`config.mk`:
```
export PLATFORM = sky130hd
export DESIGN_NAME = iter_divider
export DESIGN_NICKNAME = d
export VERILOG_FILES = /design/src/rtl/iter_divider_pkg.sv /design/src/rtl/iter_divider_div_step.sv /design/src/rtl/iter_divider.sv
export SDC_FILE = /design/constraint.sdc
export NUM_CORES = 1
export LEC_CHECK = 0
export CORE_ASPECT_RATIO = 0.7
export CORE_UTILIZATION = 52
export CTS_CLUSTER_DIAMETER = 150
export DETAILED_ROUTE_END_ITERATION = 12
export PLACE_DENSITY_LB_ADDON = 0.3
export SLEW_MARGIN = 0
export SYNTH_ARGS = -nofsm -noshare
export SYNTH_HDL_FRONTEND = slang
export SYNTH_SLANG_ARGS = --single-unit
export TNS_END_PERCENT = 50
```
`constraint.sdc`:
```
create_clock -name clk -period 5.3 [get_ports clk]
set_input_delay 1.325 -clock clk [delete_from_list [all_inputs] [get_ports clk]]
set_output_delay 1.325 -clock clk [all_outputs]
set_load 0.02 [all_outputs]
```
`src/rtl/iter_divider_pkg.sv`:
```
// ---------------------------------------------------------------------------
// iter_divider_pkg
//   Shared definitions for the E-stage iterative divider.
//   Contents:
//     DIV_WIDTH    default operand/result width
//     DIV_CNT_W    default iteration-counter width (clog2 of DIV_WIDTH)
//     div_state_t  divider FSM state encoding
// ---------------------------------------------------------------------------
package iter_divider_pkg;

  localparam int DIV_WIDTH = 32;
  localparam int DIV_CNT_W = 5;

  // IDLE waits for a DIV/DIVU, BUSY iterates one quotient bit per clock,
  // DONE presents the result until the instruction leaves E.
  typedef enum logic [1:0] {
    DIV_IDLE,
    DIV_BUSY,
    DIV_DONE
  } div_state_t;

endpackage

```
`src/rtl/iter_divider_div_step.sv`:
```
// ---------------------------------------------------------------------------
// div_step
//   One combinational radix-2 restoring shift-subtract slice.
//   Ports:
//     rem_in     [WIDTH-1:0]  partial remainder before this step
//     q_bit_in                next dividend bit shifted into the remainder
//     divisor    [WIDTH-1:0]  divisor magnitude
//     rem_out    [WIDTH-1:0]  partial remainder after this step
//     q_bit_out               quotient bit produced by this step
// ---------------------------------------------------------------------------
module div_step #(
  parameter int WIDTH = 32
) (
  input  logic [WIDTH-1:0] rem_in,
  input  logic             q_bit_in,
  input  logic [WIDTH-1:0] divisor,
  output logic [WIDTH-1:0] rem_out,
  output logic             q_bit_out
);

  logic [WIDTH:0] rem_shift;
  logic [WIDTH:0] rem_diff;

  // The shifted remainder is kept one bit wider than the operands: with an
  // unsigned divisor above 2^(WIDTH-1) the shift can carry out of WIDTH bits,
  // and dropping that carry would give a wrong compare. After a successful
  // subtract the result always fits back into WIDTH bits.
  always_comb begin
    rem_shift = {rem_in, q_bit_in};
    rem_diff  = rem_shift - {1'b0, divisor};
    q_bit_out = (rem_shift >= {1'b0, divisor});
    rem_out   = q_bit_out ? rem_diff[WIDTH-1:0] : rem_shift[WIDTH-1:0];
  end

endmodule

```
`src/rtl/iter_divider.sv`:
```
// ---------------------------------------------------------------------------
// iter_divider
//   Multi-cycle radix-2 restoring divider for DIV/DIVU in the E stage.
//   Produces quotient on div_lo and remainder on div_hi; div_ready tells the
//   hazard unit when the result is valid so it can release the stall.
//   Ports:
//     clk         pipeline clock
//     resetn      synchronous active-low reset
//     div_en      E-stage instruction is DIV/DIVU
//     div_sign    1 = signed (DIV), 0 = unsigned (DIVU)
//     div_a       dividend
//     div_b       divisor
//     cancel      E-stage flush, aborts any operation
//     pipe_stall  E-stage stall, keeps a finished result presented
//     div_ready   result valid
//     div_busy    iteration in progress
//     div_hi      remainder
//     div_lo      quotient
// ---------------------------------------------------------------------------
module iter_divider
  import iter_divider_pkg::*;
#(
  parameter int WIDTH = DIV_WIDTH,
  parameter int CNT_W = DIV_CNT_W
) (
  input  logic             clk,
  input  logic             resetn,
  input  logic             div_en,
  input  logic             div_sign,
  input  logic [WIDTH-1:0] div_a,
  input  logic [WIDTH-1:0] div_b,
  input  logic             cancel,
  input  logic             pipe_stall,
  output logic             div_ready,
  output logic             div_busy,
  output logic [WIDTH-1:0] div_hi,
  output logic [WIDTH-1:0] div_lo
);

  localparam logic [CNT_W-1:0] LAST_STEP = CNT_W'(WIDTH - 1);

  div_state_t       state_q, state_d;
  logic [CNT_W-1:0] cnt_q, cnt_d;
  logic [WIDTH-1:0] rem_q, rem_d;
  logic [WIDTH-1:0] quo_q, quo_d;
  logic [WIDTH-1:0] dvsr_q, dvsr_d;
  logic             neg_quo_q, neg_quo_d;
  logic             neg_rem_q, neg_rem_d;
  logic [WIDTH-1:0] hi_q, hi_d;
  logic [WIDTH-1:0] lo_q, lo_d;

  logic [WIDTH-1:0] a_abs;
  logic [WIDTH-1:0] b_abs;
  logic [WIDTH-1:0] step_rem;
  logic             step_q_bit;
  logic [WIDTH-1:0] quo_next;

  // quo_q doubles as the dividend shift register: its MSB feeds the
  // remainder each step while the new quotient bit enters at the LSB, so
  // after WIDTH steps it holds the unsigned quotient.
  div_step #(
    .WIDTH(WIDTH)
  ) u_step (
    .rem_in   (rem_q),
    .q_bit_in (quo_q[WIDTH-1]),
    .divisor  (dvsr_q),
    .rem_out  (step_rem),
    .q_bit_out(step_q_bit)
  );

  // Operand magnitudes; only DIV treats the MSB as a sign. Negating the most
  // negative value yields itself, which is the correct unsigned magnitude.
  always_comb begin
    a_abs    = (div_sign && div_a[WIDTH-1]) ? (~div_a + 1'b1) : div_a;
    b_abs    = (div_sign && div_b[WIDTH-1]) ? (~div_b + 1'b1) : div_b;
    quo_next = {quo_q[WIDTH-2:0], step_q_bit};
  end

  // Next-state and datapath control. A flush wins over everything and
  // leaves hi/lo untouched so a squashed divide never disturbs the last
  // architectural result.
  always_comb begin
    state_d   = state_q;
    cnt_d     = cnt_q;
    rem_d     = rem_q;
    quo_d     = quo_q;
    dvsr_d    = dvsr_q;
    neg_quo_d = neg_quo_q;
    neg_rem_d = neg_rem_q;
    hi_d      = hi_q;
    lo_d      = lo_q;

    if (cancel) begin
      state_d = DIV_IDLE;
    end else begin
      case (state_q)
        DIV_IDLE: begin
          if (div_en) begin
            quo_d     = a_abs;
            dvsr_d    = b_abs;
            neg_quo_d = div_sign & (div_a[WIDTH-1] ^ div_b[WIDTH-1]);
            neg_rem_d = div_sign & div_a[WIDTH-1];
            rem_d     = '0;
            cnt_d     = '0;
            state_d   = DIV_BUSY;
          end
        end

        DIV_BUSY: begin
          rem_d = step_rem;
          quo_d = quo_next;
          cnt_d = cnt_q + 1'b1;
          if (cnt_q == LAST_STEP) begin
            lo_d    = neg_quo_q ? (~quo_next + 1'b1) : quo_next;
            hi_d    = neg_rem_q ? (~step_rem + 1'b1) : step_rem;
            state_d = DIV_DONE;
          end
        end

        DIV_DONE: begin
          // A stalled pipeline keeps the same instruction in E; it must see
          // its result again rather than restart.
          if (!pipe_stall) begin
            state_d = DIV_IDLE;
          end
        end

        default: begin
          state_d = DIV_IDLE;
        end
      endcase
    end
  end

  // State and datapath registers with synchronous reset; reset also drops
  // any partially computed result.
  always_ff @(posedge clk) begin
    if (!resetn) begin
      state_q   <= DIV_IDLE;
      cnt_q     <= '0;
      rem_q     <= '0;
      quo_q     <= '0;
      dvsr_q    <= '0;
      neg_quo_q <= 1'b0;
      neg_rem_q <= 1'b0;
      hi_q      <= '0;
      lo_q      <= '0;
    end else begin
      state_q   <= state_d;
      cnt_q     <= cnt_d;
      rem_q     <= rem_d;
      quo_q     <= quo_d;
      dvsr_q    <= dvsr_d;
      neg_quo_q <= neg_quo_d;
      neg_rem_q <= neg_rem_d;
      hi_q      <= hi_d;
      lo_q      <= lo_d;
    end
  end

  // Status flags decode straight from the state register, so div_ready is
  // low in the issue cycle and the hazard unit stalls immediately.
  always_comb begin
    div_ready = (state_q == DIV_DONE);
    div_busy  = (state_q == DIV_BUSY);
    div_hi    = hi_q;
    div_lo    = lo_q;
  end

endmodule

```
Yosys cells after proc, flatten, opt, wreduce, memory -nomap -nowiden

Cells that the tools add are included.

Output and inout port bits: 66
Register bits after elaboration: 169

Equal/unequal tests: 6
Add/sub/neg operators: 6
Bitwise logic cells: 9
Reductions and logical operators: 9
Mux-type cells: 15
Order comparisons: 1

Operators with widths:

| operator                                                               | number |
|---|---|
| 32-bit 2-to-1 mux                                                      | 7 |
| 32-bit by 1-bit adder with 32-bit output (second input constant)       | 4 |
| 32-bit NOT                                                             | 4 |
| 32-bit case mux with 2 select lines                                    | 2 |
| 33-bit by 32-bit >= comparator with 1-bit output                       | 1 |
| 32-bit subtractor                                                      | 1 |
| 3-bit AND reduction                                                    | 4 |
| 5-bit case mux with 2 select lines                                     | 1 |
| 2-bit 2-to-1 mux                                                       | 3 |
| 2-bit case mux with 3 select lines                                     | 1 |
| 5-bit by 1-bit adder with 5-bit output (second input constant)         | 1 |
| 5-bit equality test (second input constant)                            | 1 |
| 5-bit 2-to-1 mux                                                       | 1 |
| 2-bit != test (second input constant)                                  | 2 |
| 1-bit bitwise AND                                                      | 2 |
| 2-bit by 1-bit equality test with 1-bit output (second input constant) | 1 |
| 2-bit equality test (second input constant)                            | 1 |
| 1-bit logical AND                                                      | 2 |
| 2-bit logical NOT                                                      | 1 |
| 2-bit by 1-bit != test with 1-bit output (second input constant)       | 1 |
| 1-bit NOT                                                              | 2 |
| 2-bit nonzero test                                                     | 1 |
| 2-bit OR reduction                                                     | 1 |
| 1-bit bitwise XOR                                                      | 1 |

Logic depth before layout (Yosys ltp)

Gate-level depths: netlist of run 1.

Word-level depth: 5
Gate-level depth with buffers: 22

Hierarchy

A second synthesis of run 1 with hierarchy kept.

Cells, all modules: 1,553
Area, all modules: 11,908.9 µm²

By module, submodules not included:

| module       | area each (µm²) | cells each | seq. area each (µm²) | times used |
|---|---|---|---|---|
| iter_divider | 9,517.9         | 1,223      | 3,383.2              | 1 |
| div_step     | 2,391.0         | 330        | 0.0                  | 1 |

Worst setup path before layout of run 1

No wires, ideal clock.

Path type: flip-flop to flip-flop
Start: register rem_q[9]
End: register hi_q[26] (netlist: div_hi[26])
Path slack: 0.834 ns
Library setup time: 0.120 ns
Data arrival time: 4.346 ns
Data required time: 5.180 ns
Buffers on the path: 4
Cell stages (with the launch flop): 20
Cells stage by stage: dfxtp_1 > ha_1 > buf_2 > a21o_1 > a21boi_0 > a21boi_0 > o2111a_2 > nand2_1 > buf_4 > buf_4 > buf_2 > mux2i_1 > ha_1 > nand3_1 > or3_1 > o32a_1 > a2111oi_4 > nand2_2 > nor3b_1 > a211o_1

Cells in the longest elaborated chain, start to end: 5
Elaborated cells between the ends (all ways): 6
Those cells by class: add/sub (2); order compare (1); mux (2); bitwise (1)

RTL lines:

| what                                                                                  | line                                                     | RTL |
|---|---|---|
| start, declared                                                                       | iter_divider.sv:44                                       | `logic [WIDTH-1:0] rem_q, rem_d;` |
| start signal, assigned                                                                | iter_divider.sv:151                                      | `rem_q <= rem_d;` |
| 32-bit subtractor or 33-bit by 32-bit >= comparator with 1-bit output (tied branches) | iter_divider_div_step.sv:30, iter_divider_div_step.sv:31 |  |
| 32-bit 2-to-1 mux *                                                                   | iter_divider_div_step.sv:32                              | `rem_out = q_bit_out ? rem_diff[WIDTH-1:0] : rem_shift[WIDTH-1:0];` |
| 32-bit NOT                                                                            | iter_divider.sv:115                                      | `hi_d = neg_rem_q ? (~step_rem + 1'b1) : step_rem;` |
| 32-bit by 1-bit adder with 32-bit output                                              | iter_divider.sv:115                                      |  |
| 32-bit 2-to-1 mux *                                                                   | iter_divider.sv:115                                      |  |
| end signal, assigned                                                                  | iter_divider.sv:156                                      | `hi_q <= hi_d;` |
| end, declared                                                                         | iter_divider.sv:49                                       | `logic [WIDTH-1:0] hi_q, hi_d;` |

Every way passes the cells marked *; elsewhere a longest branch is shown, timed or not.
A chain may end at the register's enable or synchronous reset.

Worst setup path in the final report of run 1

Start: register dvsr_q[26]
End: register hi_q[30] (netlist: div_hi[30])

Cells in the longest elaborated chain, start to end: 5
Elaborated cells between the ends (all ways): 6
Those cells by class: add/sub (2); order compare (1); mux (2); bitwise (1)

RTL lines:

| what                                                                                  | line                                                     | RTL |
|---|---|---|
| start, declared                                                                       | iter_divider.sv:46                                       | `logic [WIDTH-1:0] dvsr_q, dvsr_d;` |
| start signal, assigned                                                                | iter_divider.sv:153                                      | `dvsr_q <= dvsr_d;` |
| 32-bit subtractor or 33-bit by 32-bit >= comparator with 1-bit output (tied branches) | iter_divider_div_step.sv:30, iter_divider_div_step.sv:31 |  |
| 32-bit 2-to-1 mux *                                                                   | iter_divider_div_step.sv:32                              |  |
| 32-bit NOT                                                                            | iter_divider.sv:115                                      |  |
| 32-bit by 1-bit adder with 32-bit output                                              | iter_divider.sv:115                                      |  |
| 32-bit 2-to-1 mux *                                                                   | iter_divider.sv:115                                      |  |

Marked as above.

==> flow_metrics.env, run 1 <==
export IMPL_setup_viol=0
export IMPL_drive_above_1_share_pct=4.91
export IMPL_status="completed"
export IMPL_synthesis_nets=1679
export IMPL_startpoint_type="flop"
export IMPL_cts_sinks=169
export IMPL_min_to="div_hi[11]"
export IMPL_switching_share_pct=32.4
export IMPL_drtIter0Drc=1440
export IMPL_met3_length_mm=3.32
export IMPL_grt_max_degree=74
export IMPL_yosys_area_top_type="dfxtp_1"
export IMPL_synth_common_cells="209 x nor2_1, 178 x a21oi_1, 169 x dfxtp_1"
export IMPL_worst_r2r_path_depth=16
export IMPL_insertion_delay_ns=0.44
export IMPL_max_cap_viol_count=0
export IMPL_holdCritStartpoint="div_hi[11]"
export IMPL_top_layer="met4"
export IMPL_worstSetupPathType="reg -> reg"
export IMPL_cts_path_max_buffers=2
export IMPL_drv_slew=0
export IMPL_wl_met1_mm=17.8
export IMPL_ys_flop_type="dfxtp_1"
export IMPL_cts_resized_gates=0
export IMPL_die_area_um2=23200
export IMPL_p_leak_nw=5.13
export IMPL_yosys_top_cells_area="dfxtp_1 29%, a21oi_1 7.6%, nor2_1 6.7%"
export IMPL_holdBufCountCts=0
export IMPL_cts_made_buffers=17
export IMPL_p_int_mw=2.29
export IMPL_cts_htree_levels=4
export IMPL_finish_utilization_pct=62.7
export IMPL_rows=45
export IMPL_post_cts_buffers=0
export IMPL_hpwl_mm=27.5
export IMPL_pwr_share_seq_pct=39.8
export IMPL_pin_count=136
export IMPL_cp_max_fo=10
export IMPL_r2r_start="dvsr_q[26]"
export IMPL_critPathArrivalTime_ns=5.21
export IMPL_drt_first_pass_iters=8
export IMPL_initial_utilization_pct=53.5
export IMPL_routed_wirelength_mm=37.2
export IMPL_design_area_um2=13700
export IMPL_vdd_drop_max_v=0.000219
export IMPL_place_area_um2=13200
export IMPL_synth_area_um2=11700
export IMPL_combPwrFrac_pct=23.6
export IMPL_grt_setup_unrepaired="no"
export IMPL_vias=12200
export IMPL_post_drt_wl_per_cell_um=19.2
export IMPL_cts_tree="yes"
export IMPL_synth_top_area_share_pct=28.8
export IMPL_fin_crit_sh_pct=92.6
export IMPL_avgViaCountPerCell=6.32
export IMPL_die_w_um=181
export IMPL_yosysWarnings=0
export IMPL_holdPathStages=2
export IMPL_io_buffers=135
export IMPL_slew_limit_headroom_pct=25.2
export IMPL_fin_hold_ws_ns=0.452
export IMPL_grt_overflow_total=0
export IMPL_gp_congestion=0.987
export IMPL_finalClockSkew_ns=0.00783
export IMPL_wl_met2_mm=15.4
export IMPL_hold_viol_final=0
export IMPL_fin_crit_ns=4.91
export IMPL_required_ns=5.60
export IMPL_p_clk_share_pct=36.6
export IMPL_ys_ff_latch=169
export IMPL_multi_input_area_um2=7710
export IMPL_yosysMostFrequentCell="nor2_1"
export IMPL_core_area_um2=21900
export IMPL_max_freq_mhz=204
export IMPL_regToRegSetupSlack_ns=0.39
export IMPL_drc=0
export IMPL_regArea_um2=3380
export IMPL_ant_nets=0
export IMPL_cellPowerDensity_nw_per_um2=247
export IMPL_synth_async_reset_ratio_pct=0
export IMPL_grt_total_usage_pct=32.2
export IMPL_syn_to_final_growth_pct=17.0
export IMPL_postSynthCellCount=1570
export IMPL_antenna_cells=0
export IMPL_die_h_um=128
export IMPL_r2r_end="div_hi[30]"
export IMPL_hold_path_class="reg -> reg"
export IMPL_grt_pass1_wl_mm=59.3
export IMPL_finalSetupTns_ns=0
export IMPL_grt_pass1_vias=10900
export IMPL_seq_area_frac_synth_pct=28.8
export IMPL_fillers=1958
export IMPL_endpoint_kind="flop"
export IMPL_final_nets=1748
export IMPL_antenna_found_initial=0
export IMPL_finalPower_mw=3.39
export IMPL_ys_types=79
export IMPL_cts_root_buf="clkbuf_16"
export IMPL_tightest_slew_ns=1.12
export IMPL_synth_edff_count=0
export IMPL_syn_mean_instance_area_um2=7.47
export IMPL_path_clk_slew_ns=0.07
export IMPL_p_sw_mw=1.10
==> area by class of cell <==
type / instances / area share [%]
flip-flops and latches: 169 / 24.7
well taps: 282 / 2.57
clock inverters: 11 / 0.912
multi-input cells: 1239 / 56.2
clock buffers: 20 / 3.18
inverters: 57 / 1.57
repair buffers: 155 / 10.9
==> how the worst max path moves through the flow <==
stage / cells past startpoint / end / start
5_1_grt: 15 / div_hi[30] / rem_q[11]
3_5_place_dp: 15 / div_hi[30] / rem_q[11]
4_1_cts: 16 / div_hi[30] / dvsr_q[26]
6_report: 16 / div_hi[30] / dvsr_q[26]
2_1_floorplan: 19 / div_hi[26] / rem_q[9]
3_3_place_gp: 11 / quo_q[28] / div_a[2]
==> sequential cells by signal (all words and copies together), names as in the netlist <==
| signal | flops |
|---|---|
| div_hi | 32 |
| div_lo | 32 |
| dvsr_q | 32 |
| quo_q | 32 |
| rem_q | 32 |
| cnt_q | 5 |
| state_q | 2 |
| neg_quo_q | 1 |
| neg_rem_q | 1 |
==> kinds of logic after synthesis <==
group                    share of synthesized area, %
multiplexers                                     2.01
XOR/XNOR                                         9.63
AO/OA/AOI/OAI                                    28.1
flip-flops                                       28.8
AND/OR/NAND/NOR                                  21.6
buffers and inverters                            5.57
adder cells (fa/ha/maj)                          4.22
==> cell usage in the layout (no fill, tap or decap), types with 17 or more instances in the layout <==
master / n
nand3_1: 39
clkdlybuf4s50_1: 134
o31ai_1: 35
or3_1: 23
a22oi_1: 25
inv_1: 55
nand2_1: 128
clkbuf_16: 17
nor4_1: 17
ha_1: 38
nor3_1: 22
buf_4: 20
dfxtp_1: 169
a21o_1: 20
xnor2_1: 49
a21oi_1: 178
xor2_1: 80
nand4_1: 22
nor2_1: 209
o21ai_0: 58
a211oi_1: 73
mux2i_1: 19
==> power groups by stage <==
| stage | registers [mW] | logic, mW | clock network (mW) |
|---|---|---|---|
| 6_report | 1.35 | 0.799 | 1.24 |
| 5_1_grt | 1.35 | 0.865 | 1.31 |
| 4_1_cts | 1.35 | 0.775 | 1.24 |
| 3_5_place_dp | 1.38 | 0.769 | 0 |
| 3_3_place_gp | 1.37 | 0.763 | 0 |
| 2_1_floorplan | 1.36 | 0.539 | 0 |
==> critical path, cell delays in order (launching register included) <==
cell and delay, ns:
dfxtp_1 0.36, inv_1 0.09, ha_1 0.50, nand4_2 0.25, nor4_2 0.44, o2111ai_1 0.24
o2111a_2 0.27, nand2_2 0.21, mux2i_1 0.32, ha_1 0.28, nand3_1 0.14, or3_1 0.33
o32a_1 0.23, a2111oi_4 0.56, a2111oi_0 0.22, a211oi_1 0.23, o21ai_1 0.08
==> routing by layer <==
metal,track usage (%),vias to the layer above
li1,-,5852
met1,48.4,5723
met2,46.2,592
met3,5.53,57
met4,9.92,0
met5,0,-
==> metrics by stage <==
step	worst slack, ns	cells
finish	0.391	1933
global placement	0.722	1902
CTS	0.526	1933
global route	0.0436	1933
detailed placement	0.564	1902
floorplan	0.834	1570
(Power assumes the default switching activity.)
==> run 2, diff against run 1 <==
Clock period 5.3 ns to 6.2 ns, I/O delays scaled along.
==> run 2 against run 1 <==
Effect of this change: cell area fell by 0.16%; maximum frequency decreased by 6.5%; clock power shrank 14%; critical path depth fell by 1; power down 14%; critical endpoint is now div_hi[26]; highest routed layer unchanged.
==> flow_metrics.env, run 2 (synthesis gave the netlist of run 1 again) <==
export IMPL_design_area_um2=13700
export IMPL_slew_limit_headroom_pct=23.4
export IMPL_met1_usage_pct=46.4
export IMPL_critPathArrivalTime_ns=5.58
export IMPL_final_cell_mix="209 x nor2_1, 178 x a21oi_1, 169 x dfxtp_1, 134 x clkdlybuf4s50_1, 128 x nand2_1"
export IMPL_busiest_layer="met1"
export IMPL_met2_usage_pct=45.6
export IMPL_hold_path_class="reg -> reg"
export IMPL_grt_total_usage_pct=31.7
export IMPL_required_ns=6.54
export IMPL_cts_made_buffers=17
export IMPL_core_area_um2=21900
export IMPL_drtIter0Drc=1429
export IMPL_fin_crit_sh_pct=84.6
export IMPL_worstSetupPathType="reg -> reg"
export IMPL_cellPowerDensity_nw_per_um2=212
export IMPL_endpoint_kind="flop"
export IMPL_cts_sinks=169
export IMPL_final_common_cell="nor2_1"
export IMPL_grt_overflow_total=0
export IMPL_cp_max_fo=13
export IMPL_vias=12100
export IMPL_path_clk_slew_ns=0.06
export IMPL_grt_use_met3_pct=8.04
export IMPL_grt_max_degree=98
export IMPL_holdBufCountCts=0
export IMPL_fin_hold_ws_ns=0.455
export IMPL_finalPower_mw=2.91
export IMPL_cts_resized_gates=0
export IMPL_initial_utilization_pct=53.5
export IMPL_fin_crit_ns=5.25
export IMPL_antenna_cells=0
export IMPL_grt_setup_unrepaired="no"
export IMPL_finalClockSkew_ns=0.0105
export IMPL_gp_congestion=1.02
export IMPL_status="completed"
export IMPL_io_buffers=135
export IMPL_vdd_drop_max_v=0.000205
export IMPL_cts_tree="yes"
export IMPL_p_leak_nw=5.12
export IMPL_startpoint_type="flop"
export IMPL_die_w_um=181
export IMPL_ant_nets=0
export IMPL_finalSetupTns_ns=0
export IMPL_post_drt_wl_per_cell_um=19.3
export IMPL_die_h_um=128
export IMPL_place_area_um2=13100
export IMPL_drv_slew=0
export IMPL_tightest_slew_ns=1.15
export IMPL_placed_cells=1896
export IMPL_pin_count=136
export IMPL_drive_above_1_share_pct=4.62
export IMPL_routed_wirelength_mm=37.1
export IMPL_cts_htree_levels=4
export IMPL_insertion_delay_ns=0.45
export IMPL_drc=0
export IMPL_grt_pass1_vias=10600
export IMPL_die_area_um2=23200
export IMPL_avgViaCountPerCell=6.26
export IMPL_post_cts_buffers=0
export IMPL_cts_root_buf="clkbuf_16"
export IMPL_grt_pass1_wl_mm=58.0
export IMPL_setup_viol=0
export IMPL_rows=45
export IMPL_antenna_found_initial=0
export IMPL_final_nets=1742
export IMPL_max_cap_viol_count=0
export IMPL_max_freq_mhz=191
export IMPL_hold_viol_final=0
export IMPL_drt_first_pass_iters=7
export IMPL_syn_to_final_growth_pct=16.8
export IMPL_hpwl_mm=27.6
export IMPL_instances_no_fill=1928
export IMPL_cts_path_max_buffers=2
==> run 2: path summary, 6_finish.rpt <==
path,from,end,slack (ns),depth (start not counted)
setup / recovery,rem_q[10],div_hi[26],0.95,15
hold reg to reg,div_hi[5],div_hi[5],0.46,2
setup reg to reg,rem_q[10],div_hi[26],0.95,15
hold / removal,div_hi[5],div_hi[5],0.46,2
==> run 2: metrics by stage <==
stage	worst slack [ns]	utilization (%)
2_1_floorplan	1.73	-
3_3_place_gp	1.36	59.9
3_5_place_dp	1.28	59.9
4_1_cts	1.30	62.6
5_1_grt	0.807	62.6
6_report	0.953	62.6
==> run 2: area by class of cell <==
cell class,instances,area (µm²)
Fill cell,1953,8200
Multi-Input combinational cell,1239,7710
Sequential cell,169,3380
Timing Repair Buffer,149,1460
Clock buffer,21,450
Tap cell,282,353
Inverter,57,215
Clock inverter,11,123
==> run 2: metal layers <==
layer,up-vias,part of all wire [%]
met5,-,0
li1,5835,-
met3,57,11
met2,630,41
met1,5548,47
met4,0,1.6
==> run 2: worst max-delay path, cell delays in order, from the launching register on <==
cell	delay, ns
dfxtp_1	0.37
ha_1	0.52
nand4_1	0.23
nor4_1	0.73
a41oi_1	0.28
o21a_1	0.35
nand2_2	0.28
mux2i_1	0.32
ha_1	0.27
nand3_1	0.12
or3_1	0.34
o32a_1	0.23
a2111oi_4	0.54
nand2_2	0.14
nor3b_1	0.17
a211o_1	0.23
==> run 2: report_power, final <==
part	leakage [nW]	total [mW]	internal (mW)	switching, mW
Sequential	1.37	1.15	1.12	0.0359
Clock	0.281	1.07	0.604	0.465
Combinational	3.46	0.686	0.247	0.439
